File: config.mk
export PLATFORM = sky130hd
export DESIGN_NAME = ucsbece154b_selfcheck
export DESIGN_NICKNAME = d
export VERILOG_FILES = /design/src/rtl/ucsbece154b_selfcheck_pkg.sv /design/src/rtl/ucsbece154b_cyc_counter.sv /design/src/rtl/ucsbece154b_selfcheck.sv
export SDC_FILE = /design/constraint.sdc
export NUM_CORES = 1
export LEC_CHECK = 0
export ABC_AREA = 1
export BUFFER_PORTS_ARGS = -buffer_cell sky130_fd_sc_hd__buf_2
export CAP_MARGIN = 30
export CORE_AREA = 4 4 215 217
export DETAILED_ROUTE_END_ITERATION = 12
export DIE_AREA = 0 0 219 221
export GPL_ROUTABILITY_DRIVEN = 1
export PLACE_DENSITY = 0.51
export SYNTH_ARGS = -nofsm -noshare
export SYNTH_HDL_FRONTEND = slang
export SYNTH_HIERARCHICAL = 1
export SYNTH_SLANG_ARGS = --single-unit
File: constraint.sdc
create_clock -name clk -period 3.5 [get_ports clk]
set_input_delay 0.7 -clock clk [delete_from_list [all_inputs] [get_ports clk]]
set_output_delay 0.7 -clock clk [all_outputs]
set_load 0.02 [all_outputs]
File: src/rtl/ucsbece154b_selfcheck_pkg.sv
// rtl/ucsbece154b_selfcheck_pkg.sv - shared state encoding and width helpers for the end-of-run checker
package ucsbece154b_selfcheck_pkg;

  typedef enum logic [1:0] {
    IDLE  = 2'd0,
    RUN   = 2'd1,
    CHECK = 2'd2,
    DONE  = 2'd3
  } state_t;

  // Index width never collapses to zero, even for a single channel.
  function automatic int idx_width(input int n);
    return (n > 1) ? $clog2(n) : 1;
  endfunction

  function automatic int count_width(input int n);
    return $clog2(n + 1);
  endfunction

endpackage

File: src/rtl/ucsbece154b_cyc_counter.sv
// rtl/ucsbece154b_cyc_counter.sv - loadable down-counter with a "count <= 1" flag for the RUN phase
module ucsbece154b_cyc_counter #(
  parameter int W = 16
) (
  input  logic         clk,
  input  logic         reset,
  input  logic         load,
  input  logic [W-1:0] load_val,
  input  logic         dec,
  output logic         le_one
);

  logic [W-1:0] count;

  always_ff @(posedge clk or negedge reset) begin
    if (!reset) begin
      count <= '0;
    end else if (load) begin
      count <= load_val;
    end else if (dec) begin
      count <= count - W'(1);
    end
  end

  assign le_one = (count <= W'(1));

endmodule

File: src/rtl/ucsbece154b_selfcheck.sv
// rtl/ucsbece154b_selfcheck.sv - end-of-run probe/expect checker; UCSBECE154B_SELFCHECK_SNAPSHOT_EN freezes probes for CHECK
module ucsbece154b_selfcheck
  import ucsbece154b_selfcheck_pkg::*;
#(
  parameter int NUM_CH  = 8,
  parameter int WIDTH   = 32,
  parameter int CYCLE_W = 16,
  localparam int IW = idx_width(NUM_CH),
  localparam int CW = count_width(NUM_CH)
) (
  input  logic                    clk,
  input  logic                    reset,
  input  logic                    start,
  input  logic [CYCLE_W-1:0]      run_cycles,
  input  logic                    halt,
  input  logic [NUM_CH-1:0]       ch_enable,
  input  logic [NUM_CH*WIDTH-1:0] probe_data,
  input  logic [NUM_CH*WIDTH-1:0] expect_data,
  output logic                    busy,
  output logic                    done,
  output logic                    pass,
  output logic [NUM_CH-1:0]       fail_mask,
  output logic [CW-1:0]           fail_count,
  output logic [IW-1:0]           first_fail
);

  state_t                  state;
  state_t                  state_nxt;
  logic [IW-1:0]           idx;
  logic                    le_one;
  logic                    start_ok;
  logic                    go_check;
  logic                    last_ch;
  logic                    mismatch;
  logic [WIDTH-1:0]        sel_probe;
  logic [WIDTH-1:0]        sel_expect;
  logic                    sel_en;
  logic [NUM_CH*WIDTH-1:0] cmp_src;

  assign start_ok = start && ((state == IDLE) || (state == DONE));
  assign go_check = (state == RUN) && (le_one || halt);
  assign last_ch  = (idx == IW'(NUM_CH - 1));

  ucsbece154b_cyc_counter #(.W(CYCLE_W)) u_run_cnt (
    .clk      (clk),
    .reset    (reset),
    .load     (start_ok),
    .load_val (run_cycles),
    .dec      ((state == RUN) && !go_check),
    .le_one   (le_one)
  );

  always_ff @(posedge clk or negedge reset) begin
    if (!reset) state <= IDLE;
    else        state <= state_nxt;
  end

  always_comb begin
    state_nxt = state;
    case (state)
      IDLE:    if (start_ok) state_nxt = RUN;
      RUN:     if (go_check) state_nxt = CHECK;
      CHECK:   if (last_ch)  state_nxt = DONE;
      DONE:    if (start_ok) state_nxt = RUN;
      default: state_nxt = IDLE;
    endcase
  end

  always_comb begin
    busy = 1'b0;
    done = 1'b0;
    case (state)
      RUN, CHECK: busy = 1'b1;
      DONE:       done = 1'b1;
      default:    ;
    endcase
  end

`ifdef UCSBECE154B_SELFCHECK_SNAPSHOT_EN
  logic [NUM_CH*WIDTH-1:0] snap;

  always_ff @(posedge clk or negedge reset) begin
    if (!reset)        snap <= '0;
    else if (go_check) snap <= probe_data;
  end

  assign cmp_src = snap;
`else
  assign cmp_src = probe_data;
`endif

  always_comb begin
    sel_probe  = '0;
    sel_expect = '0;
    sel_en     = 1'b0;
    for (int i = 0; i < NUM_CH; i++) begin
      if (idx == IW'(i)) begin
        sel_probe  = cmp_src[i*WIDTH +: WIDTH];
        sel_expect = expect_data[i*WIDTH +: WIDTH];
        sel_en     = ch_enable[i];
      end
    end
  end

  assign mismatch = sel_en && (sel_probe != sel_expect);

  // fail_count == 0 before the update marks this as the first failure of the run.
  always_ff @(posedge clk or negedge reset) begin
    if (!reset) begin
      idx        <= '0;
      pass       <= 1'b0;
      fail_mask  <= '0;
      fail_count <= '0;
      first_fail <= '0;
    end else if (start_ok) begin
      idx        <= '0;
      pass       <= 1'b0;
      fail_mask  <= '0;
      fail_count <= '0;
      first_fail <= '0;
    end else if (state == CHECK) begin
      if (mismatch) begin
        fail_mask[idx] <= 1'b1;
        fail_count     <= fail_count + CW'(1);
        if (fail_count == '0) first_fail <= idx;
      end
      if (last_ch) begin
        pass <= (fail_count == '0) && !mismatch;
        idx  <= '0;
      end else begin
        idx  <= idx + IW'(1);
      end
    end
  end

endmodule

== Yosys cells after proc, flatten, opt, wreduce, memory -nomap -nowiden ==
Cells that the tools add are included.

* $add $sub $neg: 3
* $lt $le $gt $ge: 3
* Equal/unequal tests: 14
* Muxes and demuxes: 50
* Bitwise operators: 1
* Reduce and logical (&&, ||, !) cells: 24

{| class="wikitable"
|+ Operator list
! kind !! count
|-
| two-way mux 32 bit || 16
|-
| two-way mux 16 bit || 2
|-
| != test 32 bit || 1
|-
| two-way mux 8 bit || 3
|-
| two-way mux 3 bit || 7
|-
| <= comparator 16 x 1 -> 1 bit (second input constant) || 1
|-
| subtractor 16 x 1 -> 16 bit (second input constant) || 1
|-
| two-way mux 1 bit || 14
|-
| == test 3 bit (second input constant) || 4
|-
| two-way mux 4 bit || 3
|-
| nonzero test 2 bit || 5
|-
| OR 8 bit || 1
|-
| == test 3 x 2 -> 1 bit (second input constant) || 2
|-
| logical AND 1 bit || 6
|-
| two-way mux 2 bit || 3
|-
| one-hot mux 2 bit (3 select lines) || 1
|-
| AND reduction 3 bit || 2
|-
| adder 4 x 1 -> 4 bit (second input constant) || 1
|-
| == test 2 bit (second input constant) || 2
|-
| zero test 4 bit || 1
|-
| less-than comparator 3 x 4 -> 1 bit (second input constant) || 1
|-
| != test 2 bit (second input constant) || 2
|-
| AND reduction 2 bit || 2
|-
| OR reduction 2 bit || 2
|-
| 10 further kinds || 12
|}

* Register bits: 37
* Input port bits: 540
* Output and inout port bits: 18
* Logic and storage cells: 102

== Longest topological paths before layout ==
Gate-level depths: netlist (run 1).

* Depth after elaboration: 16
* Depth in mapped cells: 27
* Depth with buffers taken out: 26

== By module ==
The synthesis (run 1) kept the hierarchy.

{| class="wikitable"
|+ Modules (own cells, without submodules)
! module !! instances !! cells an instance !! area an instance (um^2)
|-
| ucsbece154b_selfcheck || 1 || 1906 || 8595.7
|-
| ucsbece154b_cyc_counter || 1 || 158 || 1126.1
|}

== Worst setup path before layout (run 1) ==
Ideal clock, no wire load.

* Path type: reg-to-reg
* From: register idx[2]
* To: register first_fail[0]
* Library setup time: 0.117 ns
* Data arrival time: 2.783 ns
* Required time: 3.383 ns
* Path slack: 0.600 ns
* Stages on the path, launching flop included: 27
* Buffers on the path: 6
* Period minus slack after synthesis: 2.900 ns
* Cell sequence: dfrtp_1 inv_2 buf_4 buf_2 ha_1 inv_1 buf_2 clkbuf_1 buf_2 nand3_1 nand3_1 nand2_1 nand2_1 nand2_1 nand2_1 nand2_1 nand2_1 nand2_1 nor2_1 nand2_1 nor2_1 nand2_1 nand3_2 nand2_2 buf_6 nand3_1 nand2_1

* Longest elaborated chain between the ends: 13
* Elaborated cells between the ends (all ways): 36
* Classes of those cells: eq/ne: 8; mux: 24; reduce/logical: 4

{| class="wikitable"
|+ RTL lines
! what !! RTL line !! source
|-
| start: declaration || ucsbece154b_selfcheck.sv:29 || <nowiki>logic [IW-1:0] idx;</nowiki>
|-
| start signal: assignment || ucsbece154b_selfcheck.sv:131 || <nowiki>idx <= idx + IW'(1);</nowiki>
|-
| zero test 3 bit || ucsbece154b_selfcheck.sv:97 || <nowiki>if (idx == IW'(i)) begin</nowiki>
|-
| two-way mux 32 bit (8 in a row) || ucsbece154b_selfcheck.sv:97 ||
|-
| != test 32 bit || ucsbece154b_selfcheck.sv:105 || <nowiki>assign mismatch = sel_en && (sel_probe != sel_expect);</nowiki>
|-
| logical AND 1 bit (*) || ucsbece154b_selfcheck.sv:105 ||
|-
| nonzero test 2 bit (no source line) (*) || - ||
|-
| AND reduction 3 bit (no source line) (*) || - ||
|-
| end signal: assignment || ucsbece154b_selfcheck.sv:125 || <nowiki>if (fail_count == '0) first_fail <= idx;</nowiki>
|-
| end: declaration || ucsbece154b_selfcheck.sv:24 || <nowiki>output logic [IW-1:0] first_fail</nowiki>
|}

Every way passes the cells marked *; elsewhere a longest branch is shown, timed or not.
A chain may end at the register's enable or synchronous reset.

== Final worst setup path (run 1) ==
* From: register idx[0]
* To: register first_fail[1]

Same word-level chain as after synthesis.

==> impl_metrics.toml, run 1 <==
[run_status]
status = "complete, no violations"

[drt]
vias = 14358
drc_errors = 0
routedWlPerCell_um = 18.62
drtPass1Iterations = 5
routed_wl_um = 59440
drt_iter0_markers = 926
drtAntennaViolNets = 0
viasPerCell = 4.497

[synth]
netlist_area_sq_um = 9722
yosysUniqueCellTypes = 34
ys_seq_elements = 37
synth_top_cell_by_area = "nand2_1"
syn_area_per_cell_sq_um = 4.710
synth_top_area_share = 0.3425
netlist_instances = 2064
synth_area_leaders = "nand2_1 34%, nand3_1 14%, inv_1 10%, dfrtp_1 9.5%, nor2_1 8.9%"
yosys_warnings = 6
ys_seq_area_frac = 0.09524
synthesis.nets = 2618

[finish]
nNetsFinal = 3135
final_util = 0.3153
final_cells = 3193
drive_gt1_frac = 0.2990
fillers = 5370
syn_to_final_growth_pct = 43.13

[worst_hold_path]
holdCritPathClass = "reg -> reg"
hold_path_depth = 2

[clock_network]
hold_buffers = 0
cts_tree = "built"
clkSinkCount = 37
clk_latency_ps = 280
htree_levels = 2
max-clock-path-buffers = 2
numCtsBuffers = 5
clockRootBuffer = "clkbuf_16"
clk_pin_slew_ps = 60

[floorplan]
die_height_um = 221
core_area_sq_um = 44120
dieArea_sq_um = 48400
num_rows = 77
io_pins = 558
die_x_um = 219
start_util = 0.2203

[sta]
fin_skew_ps = 3.829
worstMarginPinSlew_ps = 894.5
hold_viol = 0
fin_crit_ps = 3335
finalSetupViolations = 0
maxSlewViolCount = 0
max_freq_ghz = 0.2998
holdWs_ps = 476.0
relSlewSlack = 0.4037
period_share = 0.9529

[critical_path]
crit_required_ps = 3720
path_delay_family = "simple AND/OR/NAND/NOR gates"
crit_top_cell = "nand2_1"
crit_path_max_fanout = 26
end_kind = "flip-flop"
r2r_cells = 27
worst-path-buf-inv = 6
critical-path-slowest-cell = "dfrtp_2"
path_depth = 27
cp-start-kind = "flip-flop"
crit_type = "reg -> reg"
cpPeakStageDelay_ps = 430
cp.arrival_ps = 3560

[grt]
grt_pass1_vias = 13780
grtUsageTotal = 0.2277
grt_pass1_wl_um = 84150
globalRouteOverflowTotal = 0
antenna_found_initial = 28
grt_max_degree = 51

[power_and_ir_drop]
switching_share = 0.6109
switchingPower_uw = 7202
power.share.sequential = 0.069
intPower_uw = 4588
p_comb_frac = 0.881
leakage_uw = 0.008498
power_per_cell_area_nw_per_um2 = 847.4
p_total_uw = 11790
power_frac_clock = 0.050
max-vdd-ir-drop_uv = 325.6

[flow_run]
cap_violations = 0

[place]
io_buffers = 557
hpwl_um = 50100
gp_congestion = 0.9204
placed_cells = 3158
## placed cells by master (no fill, tap or decap), types with 26 or more instances in the layout
| cell | count |
|---|---|
| nor2_1 | 225 |
| buf_2 | 557 |
| a21oi_1 | 61 |
| or2_2 | 66 |
| inv_1 | 268 |
| buf_4 | 40 |
| nand3_1 | 256 |
| o21ai_0 | 26 |
| dfrtp_1 | 36 |
| nand2_1 | 877 |
## power groups by stage
| stage | clock network [uW] | logic [uW] | registers (uW) |
|---|---|---|---|
| global placement | 0 | 10100 | 813 |
| floorplan | 0 | 6370 | 852 |
| CTS | 601 | 10200 | 814 |
| detailed placement | 0 | 10100 | 817 |
| finish | 587 | 10400 | 814 |
| global route | 620 | 11700 | 846 |
## cells by family after synthesis
group / after synthesis / synth area share
xor gates and xnor gates: 7 / 0.006306
adders and majority gates: 14 / 0.01802
DFF: 37 / 0.09524
and+or+nand+nor: 1476 / 0.6310
AOI/OAI and AO/OA: 134 / 0.07851
buffers and inverters: 396 / 0.1709
## synthesized netlist by cell type
cell type	number
buf_2	62
a21oi_1	64
nor3_1	1
clkinv_1	1
buf_6	8
a31oi_1	1
or2_0	7
o2111ai_1	1
clkbuf_1	27
xor2_1	5
nor3_2	1
a211oi_1	2
nand3_1	264
nand4_1	2
nand3_2	1
dfrtp_1	37
nand2_2	7
nor2_2	6
buf_1	9
nor2_4	4
o21ai_0	26
xnor2_1	2
o221ai_1	2
nand2_1	887
o211ai_1	3
or2_2	66
ha_1	14
a22oi_1	12
buf_4	10
inv_2	8
nor2_1	230
inv_1	271
o21ai_1	13
o21ai_2	10
## per-stage QoR
step	worst slack [ps]	TNS [ps]	instance area, sq um
5_1_grt	-3.710	-5.330	13890
6_report	164.8	0	13910
2_1_floorplan	600.0	0	9722
3_5_place_dp	-18.55	-60.45	13390
3_3_place_gp	36.44	0	13390
4_1_cts	3.845	0	13620
## what timing repair did
item	in CTS	in global routing
setup buffers	0	5
endpoints found under the setup margin	7	16
pin swaps	0	3
gates resized for setup	4	41
gates cloned	1	2
## per-layer routing
| metal | global-route usage | routed length, um |
|---|---|---|
| met1 | 0.2540 | 22500 |
| met2 | 0.4313 | 30670 |
| met3 | 0.04444 | 4219 |
| met4 | 0.06891 | 1920 |
| met5 | 0 | 135 |
## sequential cells by signal (all words and copies together) (netlist names)
register and count:
state 2, u_run_cnt/count 16, idx 3, fail_mask 8
pass 1, first_fail 3, fail_count 4
## path summary, 6_finish.rpt
check | from | endpoint | slack (ps)
worst max-delay path | idx[0] | first_fail[1] | 160
worst min-delay path | first_fail[2] | first_fail[2] | 480
worst max register to register | idx[0] | first_fail[1] | 160
worst min register to register | first_fail[2] | first_fail[2] | 480
max in group asynchronous | reset | idx[0] | 2330
min in group asynchronous | reset | u_run_cnt/count[4] | 550
## layout make-up
class	count	area [sq um]	area share
clock inverters	3	65.06	0.004676
inverters	280	1072	0.07706
well taps	592	740.7	0.05323
flip-flops and latches	37	927.1	0.06663
diodes	19	47.55	0.003417
multi-input cells	1631	7278	0.5231
clock buffers	5	125.1	0.008992
repair buffers	626	3659	0.2629
## worst min-delay path, delay by kind of cell (launching register included)
kind | cells | cell delay (ps)
flops | 1 | 350
simple gates | 2 | 100
Note: power is estimated with default switching activity, not from simulation.
==> run 2, diff against run 1 <==
CELL_PAD_IN_SITES_DETAIL_PLACEMENT = 0   (was unset)
CELL_PAD_IN_SITES_GLOBAL_PLACEMENT = 1   (was unset)
CTS_CLUSTER_SIZE = 8   (was unset)
PLACE_DENSITY = 0.74   (was 0.51)
==> impl_metrics.toml, run 2 (synthesis results as in run 1) <==
[run_status]
status = "complete, no violations"

[grt]
grt_pass1_wl_um = 87050
grt_pass1_vias = 14421
globalRouteOverflowTotal = 0
grtUsageTotal = 0.2349
antenna_found_initial = 32
grt_max_degree = 57

[sta]
worstMarginPinSlew_ps = 908.0
fin_skew_ps = 5.941
period_share = 0.9575
max_freq_ghz = 0.2984
hold_viol = 0
rsz0062_at_grt = "false"
relSlewSlack = 0.3947
fin_crit_ps = 3351
finalSetupViolations = 0
maxSlewViolCount = 0

[finish]
nNetsFinal = 3166
drive_gt1_frac = 0.3069
final_util = 0.3240
reg_top3 = "u_run_cnt/count: 16 flops, fail_mask: 8 flops, fail_count: 4 flops"
final_cells = 3217
layout_common_cells = "876 x nand2_1, 557 x buf_2, 269 x inv_1"
largest_reg_flops = 16
top_register = "u_run_cnt/count"
final_common_cell = "nand2_1"
syn_to_final_growth_pct = 47.04

[power_and_ir_drop]
power_per_cell_area_nw_per_um2 = 852.4
leakage_uw = 0.008702
max-vdd-ir-drop_uv = 314.2

[place]
io_buffers = 557
gp_congestion = 0.9462
placed_cells = 3181
hpwl_um = 52520

[critical_path]
crit_type = "reg -> reg"
crit_chain = "ha_2 > ha_4 > clkinv_4 > clkbuf_4 > buf_4 > or2_2 > nand3_1 > nand2_1 > nand2_2 > nand2_1 > o21ai_1 > nand2_1 > nand2_1 > nand2_1 > nor2_1 > nand2_1 > nor2_1 > nand2_2 > nand3_2 > nand2_2 > buf_4 > nor2_1 > nor2_1"
cpPeakStageDelay_ps = 420
end_kind = "flip-flop"
crit_required_ps = 3670
crit_path_max_fanout = 9
crit_top_cell = "nand2_1"
path_delay_family = "simple AND/OR/NAND/NOR gates"
cp-start-kind = "flip-flop"
cp.arrival_ps = 3520
worst-path-buf-inv = 4
critical-path-slowest-cell = "dfrtp_1"

[clock_network]
clkSinkCount = 37
cts_tree = "built"
clockRootBuffer = "clkbuf_16"
clk_pin_slew_ps = 60
max-clock-path-buffers = 2
clk_latency_ps = 280
htree_levels = 2
hold_buffers = 0
numCtsBuffers = 5

[drt]
routedWlPerCell_um = 19.50
vias = 14707
viasPerCell = 4.572
top_layer_used = "met5"
drc_errors = 0
drtAntennaViolNets = 0
wl_met3_um = 4105
routed_wl_um = 62740
dr_wl_met2_um = 31810
drt_iter0_markers = 932
drtPass1Iterations = 5
wl_met1_um = 24470

[floorplan]
die_height_um = 221
die_x_um = 219
dieArea_sq_um = 48400
core_area_sq_um = 44120
num_rows = 77
start_util = 0.2203
io_pins = 558

[flow_run]
cap_violations = 0

[worst_hold_path]
holdCritPathClass = "reg -> reg"
run 2: final cells by class:
type | count | area [sq um]
multi-input combinational | 1631 | 7310
inverter | 280 | 1076
clock buffer | 5 | 125.1
tap | 592 | 740.7
fill | 5234 | 29830
clock inverter | 3 | 65.06
timing repair buffer | 657 | 4023
antenna | 12 | 30.03
sequential | 37 | 925.9
run 2: repair_timing:
action / 4_1_cts / 5_1_grt
gates resized for setup: 2 / 56
cloned: 0 / 6
hold endpoints to repair: 0 / 0
buffers inserted: 0 / 10
endpoints found under the setup margin: 15 / 15
pin swaps: 0 / 2
run 2: per-layer routing:
metal  global-route usage  up-vias
met5                    0        -
met4              0.06932       32
li1                     -     7369
met3              0.04211      112
met2               0.4408      578
met1               0.2684     6616
run 2: worst paths after layout:
kind,startpoint,to,cells past startpoint,slack (ps)
worst max register to register,idx[0],fail_count[1],23,150
worst max-delay path,idx[0],fail_count[1],23,150
worst min register to register,first_fail[0],first_fail[0],2,490
worst min-delay path,first_fail[0],first_fail[0],2,490
min in group asynchronous,reset,u_run_cnt/count[4],1,550
max in group asynchronous,reset,fail_mask[1],1,2380
run 2: per-stage QoR:
stage | hold WS, ps | TNS (ps) | power (uW) | worst slack (ps) | cell area (sq um)
6_report | 489.2 | 0 | 12180 | 148.9 | 14300
5_1_grt | 507.7 | 0 | 13490 | 11.26 | 14290
4_1_cts | 495.4 | 0 | 11820 | 19.24 | 13800
3_5_place_dp | 479.9 | -507.5 | 11190 | -68.20 | 13610
3_3_place_gp | 488.5 | 0 | 11110 | 19.74 | 13610
2_1_floorplan | 404.4 | 0 | 7218 | 600.0 | 9722
run 2: tightest hold or removal path, stage by stage, from the launching register on:
cell and delay [ps]:
dfrtp_1 350, nand2_1 60, nand2_1 50
run 2: report_power, final:
group	internal, uW	total [uW]	switching (uW)
combinational	3870	10800	6900
clock	407	591	183
sequential	617	815	198
==> run 3, diff against run 2 <==
ABC_AREA = unset   (was 1)
CORE_AREA = 3 3 213 215   (was 4 4 215 217)
DIE_AREA = 0 0 216 218   (was 0 0 219 221)
PLACE_DENSITY = 0.62   (was 0.74)
==> impl_metrics.toml, run 3 <==
[sta]
fin_ws_ps = -483.0
maxSlewViolCount = 0
period_share = 1.138
fin_crit_ps = 3983
worstMarginPinSlew_ps = 890.5
relSlewSlack = 0.4063
holdWs_ps = 498.6
max_freq_ghz = 0.2511
finalSetupViolations = 16
fin_skew_ps = 5.462
hold_viol = 0
rsz0062_at_grt = "true"

[critical_path]
cp-start-kind = "flip-flop"
crit_top_cell = "buf_6"
cp.arrival_ps = 4150
crit_type = "reg -> reg"
crit_chain = "ha_2 > ha_4 > buf_6 > nand2b_4 > buf_6 > o2111a_1 > a311oi_2 > a221oi_2 > or4_4 > or4b_4 > nor4b_4 > buf_6 > a21oi_4 > a32o_1"
cpPeakStageDelay_ps = 560
worst-path-buf-inv = 3
path_delay_family = "simple AND/OR/NAND/NOR gates"
crit_path_max_fanout = 8
critical-path-slowest-cell = "or4b_4"
end_kind = "flip-flop"
crit_required_ps = 3670

[place]
gp_congestion = 0.8933
hpwl_um = 46110
dp_slack_ps = -978.2
placed_cells = 2250
io_buffers = 557

[flow_run]
cap_violations = 0

[clock_network]
cts_tree = "built"
numCtsBuffers = 5
clk_latency_ps = 280
clockRootBuffer = "clkbuf_16"
clkSinkCount = 37
htree_levels = 2
clk_pin_slew_ps = 60
max-clock-path-buffers = 2

[finish]
largest_reg_flops = 16
top_register = "u_run_cnt/count"
reg_top3 = "u_run_cnt/count: 16 flops, fail_mask: 8 flops, fail_count: 4 flops"
layout_common_cells = "557 x buf_2, 128 x buf_4, 106 x o21ai_0"
nNetsFinal = 2234
final_cells = 2289
final_common_cell = "buf_2"
fillers = 4887
syn_to_final_growth_pct = 68.66
drive_gt1_frac = 0.4789

[floorplan]
core_area_sq_um = 43930
die_x_um = 216
num_rows = 77
die_height_um = 218
io_pins = 558
start_util = 0.1734
dieArea_sq_um = 47090

[synth]
synth_top_area_share = 0.1216
ys_seq_area_frac = 0.1216
synthesis.nets = 1628
synth_top_cell_by_area = "dfrtp_1"
netlist_area_sq_um = 7617
netlist_instances = 1074
synth_edf_count = 0
synth_commonest_cells = "107 x o21ai_0, 95 x nand2_1, 78 x a21oi_1, 69 x clkbuf_1, 57 x a221oi_1"
async_flop_share = 1.000
synth_most_common_cell = "o21ai_0"
ys.flop_type = "dfrtp_1"
yosys_warnings = 6
yosysUniqueCellTypes = 74
synth_area_leaders = "dfrtp_1 12%, o21ai_0 7.0%, a221oi_1 6.6%, a221o_1 5.4%, a21oi_1 5.1%"
ys_seq_elements = 37
syn_area_per_cell_sq_um = 7.092

[grt]
globalRouteOverflowTotal = 0
grt_pass1_wl_um = 77940
grt_max_degree = 57
grt_pass1_vias = 11731
antenna_found_initial = 20
grtUsageTotal = 0.2198

[power_and_ir_drop]
leakage_uw = 0.005710
power_per_cell_area_nw_per_um2 = 753.5
max-vdd-ir-drop_uv = 344.1

[drt]
drtAntennaViolNets = 0
drtPass1Iterations = 7
routedWlPerCell_um = 24.76
drc_errors = 0
routed_wl_um = 56670
vias = 11792
viasPerCell = 5.152
drt_iter0_markers = 1122

[run_status]
violations = "setup timing"
status = "finished, violations left"

[worst_hold_path]
holdCritPathClass = "reg -> reg"
run 3: worst paths after layout:
path | depth (start not counted) | start | end | slack, ps
setup / recovery | 14 | idx[1] | fail_mask[0] | -480
setup reg to reg | 14 | idx[1] | fail_mask[0] | -480
min in group asynchronous | 1 | reset | u_run_cnt/count[5] | 540
hold / removal | 1 | fail_mask[4] | fail_mask[4] | 500
hold reg to reg | 1 | fail_mask[4] | fail_mask[4] | 500
max in group asynchronous | 1 | reset | idx[2] | 2300
run 3: final cells by class:
| cell class | instances | area [sq um] | share of cell area |
|---|---|---|---|
| Clock buffer | 6 | 128.9 | 0.01003 |
| Clock inverter | 2 | 38.79 | 0.003019 |
| Multi-Input combinational cell | 886 | 6467 | 0.5034 |
| Inverter | 31 | 122.6 | 0.009544 |
| Timing Repair Buffer | 719 | 4379 | 0.3409 |
| Tap cell | 592 | 740.7 | 0.05765 |
| Antenna cell | 16 | 40.04 | 0.003116 |
| Sequential cell | 37 | 929.6 | 0.07236 |
run 3: logic make-up after synthesis:
family | count (synthesis) | synth area share
AOI/OAI and AO/OA | 485 | 0.4658
xor gates and xnor gates | 49 | 0.05634
adders and majority gates | 14 | 0.02300
buffers and inverters | 153 | 0.08196
DFF | 37 | 0.1216
muxes | 16 | 0.02102
and+or+nand+nor | 320 | 0.2303
run 3: per-stage QoR:
stage | power (uW) | util | cell area, sq um | setup TNS, ps
4_1_cts | 9422 | 0.2850 | 12520 | -8953
3_5_place_dp | 8650 | 0.2766 | 12150 | -14650
3_3_place_gp | 8562 | 0.2759 | 12120 | -15420
2_1_floorplan | 5273 | - | 7754 | -10790
5_1_grt | 10410 | 0.2923 | 12840 | -9106
6_report | 9680 | 0.2924 | 12850 | -7138
run 3: repair_timing:
item / in CTS / in global routing
setup buffers: 7 / 4
hold buffers: 0 / 0
resized for setup: 24 / 39
pin swaps: 23 / 18
cloned: 2 / 3
setup endpoints to repair: 16 / 16
run 3: layer usage:
metal,GRT usage,up-vias,share of wire
met2,0.3781,582,0.48
met5,0,-,0.00088
li1,-,5471,-
met4,0.06522,6,0.025
met3,0.04445,70,0.074
met1,0.2778,5663,0.42
run 3: where the power goes:
group | internal, uW | switching (uW)
clock | 338 | 179
sequential | 568 | 151
combinational | 3850 | 4590
total | 4760 | 4920
